**config.mk**
```make
export PLATFORM = sky130hd
export DESIGN_NAME = ws2812_stream_driver_flat
export DESIGN_NICKNAME = d
export VERILOG_FILES = /design/src/rtl/ws2812_pkg.sv /design/src/rtl/ws2812_stream_driver_if.sv /design/src/rtl/ws2812_bit_timer.sv /design/src/rtl/ws2812_stream_driver.sv /design/src/flat_wrapper.sv
export SDC_FILE = /design/constraint.sdc
export NUM_CORES = 1
export LEC_CHECK = 0
export ABC_AREA = 1
export CAP_MARGIN = 20
export CORE_MARGIN = 5
export CORE_UTILIZATION = 57
export DETAILED_ROUTE_END_ITERATION = 6
export HOLD_SLACK_MARGIN = 0.03
export PLACE_DENSITY = 0.79
export SLEW_MARGIN = 25
export SYNTH_ARGS = -nofsm -noshare
export SYNTH_HDL_FRONTEND = slang
export SYNTH_SLANG_ARGS = --single-unit
```
**constraint.sdc**
```tcl
create_clock -name clk -period 2.32 [get_ports clk]
set_clock_uncertainty 0.05 [all_clocks]
set_input_delay 0.348 -clock clk [delete_from_list [all_inputs] [get_ports clk]]
set_output_delay 0.348 -clock clk [all_outputs]
set_load 0.01 [all_outputs]
```
**src/rtl/ws2812_pkg.sv**
```systemverilog
// rtl/ws2812_pkg.sv - shared state type, width helper and default 20 MHz WS2812B/SK6812 timing
package ws2812_pkg;

  typedef enum logic [1:0] {
    IDLE = 2'd0,
    SEND = 2'd1,
    RES  = 2'd2
  } state_e;

  // 20 MHz clock: 0.4 us / 0.8 us high, 1.25 us bit, ~51 us latch
  localparam int WS_T0H  = 8;
  localparam int WS_T1H  = 16;
  localparam int WS_TBIT = 25;
  localparam int WS_TRES = 1024;

  function automatic int clog2(input int value);
    int width;
    int span;
    width = 0;
    span  = 1;
    while (span < value) begin
      span  = span * 2;
      width = width + 1;
    end
    return (width < 1) ? 1 : width;
  endfunction

endpackage

```
**src/rtl/ws2812_stream_driver_if.sv**
```systemverilog
// rtl/ws2812_stream_driver_if.sv - pixel slot stream between buffer/mapper and serialiser
interface ws2812_stream_driver_if #(
  parameter int NUM_CH       = 1,
  parameter int BITS_PER_LED = 24
);
  logic                             s_valid;
  logic                             s_ready;
  logic [NUM_CH*BITS_PER_LED-1:0]   s_data;
  logic                             s_last;

  modport master (output s_valid, output s_data, output s_last, input s_ready);
  modport slave  (input s_valid, input s_data, input s_last, output s_ready);
endinterface

```
**src/rtl/ws2812_bit_timer.sv**
```systemverilog
// rtl/ws2812_bit_timer.sv - shared bit/cycle counters and per-channel high/low compare
module ws2812_bit_timer
  import ws2812_pkg::*;
#(
  parameter int NUM_CH       = 1,
  parameter int BITS_PER_LED = 24,
  parameter int T0H          = WS_T0H,
  parameter int T1H          = WS_T1H,
  parameter int TBIT         = WS_TBIT
) (
  input  logic                           clk,
  input  logic                           reset,
  input  logic                           run_i,
  input  logic [NUM_CH*BITS_PER_LED-1:0] pixel_i,
  output logic [NUM_CH-1:0]              hi_o,
  output logic                           bit_end_o,
  output logic                           pixel_end_o
);
  localparam int BW = clog2(TBIT);
  localparam int IW = clog2(BITS_PER_LED);
  localparam logic [BW-1:0] T0H_C    = BW'(T0H);
  localparam logic [BW-1:0] T1H_C    = BW'(T1H);
  localparam logic [BW-1:0] BIT_LAST = BW'(TBIT - 1);
  localparam logic [IW-1:0] MSB_IDX  = IW'(BITS_PER_LED - 1);

  logic [BW-1:0] bcnt_q, bcnt_d;
  logic [IW-1:0] bidx_q, bidx_d;

  assign bit_end_o   = run_i && (bcnt_q == BIT_LAST);
  assign pixel_end_o = bit_end_o && (bidx_q == '0);

  // Counters sit cleared while not running, so entering SEND always starts at MSB, cycle 0
  always_comb begin
    bcnt_d = '0;
    bidx_d = MSB_IDX;
    if (run_i) begin
      if (bit_end_o) begin
        if (bidx_q != '0) bidx_d = bidx_q - 1'b1;
      end else begin
        bcnt_d = bcnt_q + 1'b1;
        bidx_d = bidx_q;
      end
    end
  end

  always_ff @(posedge clk) begin
    if (reset) begin
      bcnt_q <= '0;
      bidx_q <= MSB_IDX;
    end else begin
      bcnt_q <= bcnt_d;
      bidx_q <= bidx_d;
    end
  end

  for (genvar c = 0; c < NUM_CH; c++) begin : g_ch
    logic [BITS_PER_LED-1:0] ch;
    assign ch      = pixel_i[c*BITS_PER_LED +: BITS_PER_LED];
    assign hi_o[c] = bcnt_q < (ch[bidx_q] ? T1H_C : T0H_C);
  end

endmodule

```
**src/rtl/ws2812_stream_driver.sv**
```systemverilog
// rtl/ws2812_stream_driver.sv - valid/ready pixel stream to NUM_CH lock-step LED strip serialiser
module ws2812_stream_driver
  import ws2812_pkg::*;
#(
  parameter int NUM_CH       = 1,
  parameter int BITS_PER_LED = 24,
  parameter int T0H          = WS_T0H,
  parameter int T1H          = WS_T1H,
  parameter int TBIT         = WS_TBIT,
  parameter int TRES         = WS_TRES
) (
  input  logic                  clk,
  input  logic                  reset,
  ws2812_stream_driver_if.slave s,
  output logic [NUM_CH-1:0]     led,
  output logic                  busy,
  output logic                  frame_done,
  output logic                  underrun
);
  localparam int DW = NUM_CH * BITS_PER_LED;
  localparam int RW = clog2(TRES + 1);
  localparam logic [RW-1:0] RES_END = RW'(TRES);

  state_e          state_q, state_d;
  logic [DW-1:0]   cur_q, cur_d, nxt_q, nxt_d;
  logic            cur_last_q, cur_last_d, nxt_last_q, nxt_last_d;
  logic            nxt_full_q, nxt_full_d, drop_q, drop_d;
  logic [RW-1:0]   rcnt_q, rcnt_d;
  logic [NUM_CH-1:0] led_q, led_d;
  logic            fdone_q, fdone_d, urun_q, urun_d;
  logic [NUM_CH-1:0] hi;
  logic            run, bit_end, pixel_end, boundary, ready, accept, take_cur;

  assign ready     = !reset && ((state_q == RES) ? drop_q : !nxt_full_q);
  assign accept    = s.s_valid && ready;
  assign s.s_ready = ready;
  assign run       = (state_q == SEND);
  assign boundary  = bit_end && pixel_end;

  ws2812_bit_timer #(
    .NUM_CH(NUM_CH), .BITS_PER_LED(BITS_PER_LED),
    .T0H(T0H), .T1H(T1H), .TBIT(TBIT)
  ) u_timer (
    .clk(clk), .reset(reset), .run_i(run), .pixel_i(cur_q),
    .hi_o(hi), .bit_end_o(bit_end), .pixel_end_o(pixel_end)
  );

  always_comb begin
    state_d    = state_q;
    cur_d      = cur_q;
    cur_last_d = cur_last_q;
    nxt_d      = nxt_q;
    nxt_last_d = nxt_last_q;
    nxt_full_d = nxt_full_q;
    drop_d     = drop_q;
    rcnt_d     = '0;
    led_d      = '0;
    fdone_d    = 1'b0;
    urun_d     = 1'b0;
    take_cur   = 1'b0;
    case (state_q)
      IDLE: begin
        // A slot parked in next during the previous frame's tail starts the new frame
        if (nxt_full_q) begin
          cur_d      = nxt_q;
          cur_last_d = nxt_last_q;
          nxt_full_d = 1'b0;
          state_d    = SEND;
        end else if (accept) begin
          cur_d      = s.s_data;
          cur_last_d = s.s_last;
          take_cur   = 1'b1;
          state_d    = SEND;
        end
      end
      SEND: begin
        led_d = hi;
        if (boundary) begin
          if (cur_last_q) begin
            state_d = RES;
          end else if (nxt_full_q) begin
            cur_d      = nxt_q;
            cur_last_d = nxt_last_q;
            nxt_full_d = 1'b0;
          end else if (accept) begin
            cur_d      = s.s_data;
            cur_last_d = s.s_last;
            take_cur   = 1'b1;
          end else begin
            urun_d  = 1'b1;
            drop_d  = 1'b1;
            state_d = RES;
          end
        end
      end
      RES: begin
        rcnt_d = (rcnt_q == RES_END) ? rcnt_q : rcnt_q + 1'b1;
        if (accept && s.s_last) drop_d = 1'b0;
        if ((rcnt_q == RES_END) && !drop_q) begin
          state_d = IDLE;
          fdone_d = 1'b1;
        end
      end
      default: state_d = IDLE;
    endcase
    // Slots accepted in RES are discarded remains of an underrun frame
    if (accept && !take_cur && (state_q != RES)) begin
      nxt_d      = s.s_data;
      nxt_last_d = s.s_last;
      nxt_full_d = 1'b1;
    end
  end

  always_ff @(posedge clk) begin
    if (reset) begin
      state_q    <= IDLE;
      cur_q      <= '0;
      cur_last_q <= 1'b0;
      nxt_q      <= '0;
      nxt_last_q <= 1'b0;
      nxt_full_q <= 1'b0;
      drop_q     <= 1'b0;
      rcnt_q     <= '0;
      led_q      <= '0;
      fdone_q    <= 1'b0;
      urun_q     <= 1'b0;
    end else begin
      state_q    <= state_d;
      cur_q      <= cur_d;
      cur_last_q <= cur_last_d;
      nxt_q      <= nxt_d;
      nxt_last_q <= nxt_last_d;
      nxt_full_q <= nxt_full_d;
      drop_q     <= drop_d;
      rcnt_q     <= rcnt_d;
      led_q      <= led_d;
      fdone_q    <= fdone_d;
      urun_q     <= urun_d;
    end
  end

  assign led        = led_q;
  assign busy       = (state_q != IDLE);
  assign frame_done = fdone_q;
  assign underrun   = urun_q;

endmodule

```
**src/flat_wrapper.sv**
```systemverilog
// flat-port wrapper written by rule: the top's interface ports become plain ports
module ws2812_stream_driver_flat import ws2812_pkg::*;
#(
  parameter int NUM_CH       = 1,
  parameter int BITS_PER_LED = 24,
  parameter int T0H          = WS_T0H,
  parameter int T1H          = WS_T1H,
  parameter int TBIT         = WS_TBIT,
  parameter int TRES         = WS_TRES
)
  (clk, reset, led, busy, frame_done, underrun, s_s_valid, s_s_data, s_s_last, s_s_ready);
  ws2812_stream_driver_if #(.NUM_CH(NUM_CH), .BITS_PER_LED(BITS_PER_LED)) s_i ();
  input  logic clk;
  input  logic reset;
  output logic [NUM_CH-1:0] led;
  output logic busy;
  output logic frame_done;
  output logic underrun;
  input wire logic [$bits(s_i.s_valid)-1:0] s_s_valid;
  input wire logic [$bits(s_i.s_data)-1:0] s_s_data;
  input wire logic [$bits(s_i.s_last)-1:0] s_s_last;
  output wire logic [$bits(s_i.s_ready)-1:0] s_s_ready;
  assign s_i.s_valid = s_s_valid;
  assign s_i.s_data = s_s_data;
  assign s_i.s_last = s_s_last;
  assign s_s_ready = s_i.s_ready;
  ws2812_stream_driver #(.NUM_CH(NUM_CH), .BITS_PER_LED(BITS_PER_LED), .T0H(T0H), .T1H(T1H), .TBIT(TBIT), .TRES(TRES)) u_core (.clk(clk), .reset(reset), .s(s_i), .led(led), .busy(busy), .frame_done(frame_done), .underrun(underrun));
endmodule
```
==> impl_metrics.toml <==
[route]
routed_via_density = 5.383
ant_nets = 0
routed_wl_um = 8091
drtIter0Drc = 193
avgRoutedWirePerCell_um = 12.41
drtPass1Iterations = 5
drc = 0
vias = 3510

[worst_setup_path]
cp.required_ps = 2510
crit_path_start_kind = "flip-flop"
critPathKind = "flip-flop to flip-flop"
worstSetupEndpointType = "flip-flop"
cp_max_fo = 16
worst-endpoint-arrival_ps = 2320

[clock_tree]
clockBufferDepth = 2
post_cts_buffers = 0
clock_latency_ps = 350
htree_num_levels = 3
clk_pin_slew_ps = 80
cts_tree = "done"
cts_made_buffers = 9
cts_num_sinks = 78
clock_tree.root_cell = "clkbuf_8"

[floorplan]
die_w_um = 91.58
die_h_um = 91.58
die_area_mm2 = 0.008387
initial_core_util_pct = 59.07
io_pins = 33
coreArea_mm2 = 0.006422
row_count = 29

[synthesis]
synth.ff_latch_count = 78
synthArstFlopShare_pct = 0
synth_nets = 574
yosys_most_used_dff = "dfxtp_1"
synth.cell_area_mm2 = 0.003794
synth_edf_count = 0
synth_common_cells = "136 x nor2_1, 90 x nand2_1, 78 x dfxtp_1"
synth_area_leaders = "dfxtp_1 41%, nor2_1 13%, nand2_1 8.9%, mux2i_1 6.3%, nand4_1 4.6%"
synth.yosys.seq_area_share_pct = 41.16
synth_most_common_cell = "nor2_1"
syn_inst = 539
avgSynthCellArea_um2 = 7.038
synth_top_area_share_pct = 41.16
synth_warnings = 0
synthDistinctLibCells = 30
yosysTopAreaCell = "dfxtp_1"

[place]
hpwlAfterDp_um = 5628
gp_congestion = 0.8618
portBuffers = 32

[power]
powerDensity_mw_per_mm2 = 916.1
power.leakage_nw = 1.836
ir_worst_vdd_mv = 0.6252

[global_route]
grt_max_degree = 50
grt_pass1_vias = 3266
grt_pass1_wl_um = 14130
antenna_found_initial = 0
overflow = 0
track_usage_pct = 20.12

[timing]
timing.slew.headroom_pct = 71.79
finalSetupTns_ps = 0
period_minus_slack_ps = 2137
rsz0062_at_grt = "no"
whs_ps = 414.8
worst_pin_slew_ps = 423.2
finalSetupViolCount = 0
finalMaxSlewViolations = 0
max_freq_ghz = 0.4680
final_hold_viol_count = 0
post-route-period-util_pct = 92.09

[final_layout]
n_antenna_cell = 0
nets = 605
synthToLayoutAreaGrowth_pct = 16.82
drive_above_1_share_pct = 8.348

[min_path]
holdCritPathClass = "flip-flop to flip-flop"

[status]
outcome = "completed"

[job]
drv_cap = 0
cells by family after synthesis:
logic type | count (synthesis) | share of synthesized area [%]
compound gates | 52 | 7.091
xor+xnor | 2 | 0.4618
fa+ha+maj | 7 | 2.309
buf+inv | 71 | 7.915
flops | 78 | 41.16
mux | 24 | 6.332
simple gates | 305 | 34.73
metrics by stage:
| step | cells | power [mW] | worst slack, ps | area, um2 | utilization [%] |
|---|---|---|---|---|---|
| 3_5_place_dp | 636 | 2.900 | -35.63 | 4193 | 65.28 |
| 2_1_floorplan | 539 | 2.608 | 244.4 | 3794 | - |
| 3_3_place_gp | 636 | 2.855 | 72.18 | 4193 | 65.28 |
| 4_1_cts | 652 | 4.073 | 65.75 | 4425 | 68.91 |
| 6_report | 652 | 4.060 | 183.5 | 4432 | 69.00 |
| 5_1_grt | 652 | 4.327 | 3.476 | 4432 | 69.00 |
cells in the final DEF, fill, tap and decap left out, types with 3 or more instances in the layout:
cell,n
a21oi_1,16
buf_4,16
clkbuf_8,10
clkdlybuf4s50_1,31
dfxtp_1,78
ha_1,7
inv_1,37
inv_2,4
mux2i_1,24
nand2_1,90
nand3_1,28
nand4_1,28
nor2_1,135
nor3_1,11
o21ai_0,32
or2_2,3
path summary, 6_finish.rpt:
| kind | start | endpoint | slack (ps) | cells after the start |
|---|---|---|---|---|
| min | u_core.u_timer.bcnt_q[0] | u_core.u_timer.bcnt_q[0] | 410 | 1 |
| max | u_core.u_timer.bcnt_q[0] | u_core.nxt_q[10] | 180 | 12 |
| min reg2reg | u_core.u_timer.bcnt_q[0] | u_core.u_timer.bcnt_q[0] | 410 | 1 |
| max reg2reg | u_core.u_timer.bcnt_q[0] | u_core.nxt_q[10] | 180 | 12 |
per-layer routing:
| layer | wire length [um] | track usage [%] |
|---|---|---|
| met3 | 388 | 2.975 |
| met2 | 3731 | 32.93 |
| met4 | 113 | 7.663 |
| met5 | 0 | 0 |
| met1 | 3857 | 26.76 |
power breakdown:
group          leakage, nW  switching [mW]  internal, mW
clock network        0.110           0.518         0.643
registers            0.635           0.125          1.55
logic                 1.09           0.767         0.454
registers in the layout, summed over array words and instances (netlist names):
name and count:
u_core.cur_q 24, u_core.underrun 1, u_core.led 1, u_core.u_timer.bidx_q 5, u_core.drop_q 1, u_core.frame_done 1
u_core.state_q 2, u_core.nxt_full_q 1, u_core.nxt_q 24, u_core.u_timer.bcnt_q 5, u_core.cur_last_q 1, u_core.nxt_last_q 1
u_core.rcnt_q 11
critical path, cell delays in order (launching register included):
cell and delay, ps:
dfxtp_1 380, inv_1 60, ha_1 180, nand2_1 60
nor2_1 80, nand2_4 70, clkinv_2 80, nand3b_2 110
buf_4 140, nand4_2 270, buf_4 310, o21ai_0 170
nor2_1 60
cell type report:
| type | instances | area, um2 |
|---|---|---|
| fill | 537 | 1991 |
| multi-input combinational | 390 | 1936 |
| sequential | 78 | 1562 |
| timing repair buffer | 48 | 442.9 |
| inverter | 43 | 165.2 |
| clock buffer | 10 | 137.6 |
| tap | 77 | 96.34 |
| clock inverter | 6 | 92.59 |
what timing repair did:
action                                  4_1_cts  5_1_grt
resized for setup                             1        4
hold buffers                                  0        0
endpoints found under the setup margin        1       47
No activity file was read; power rests on OpenSTA's default activity.
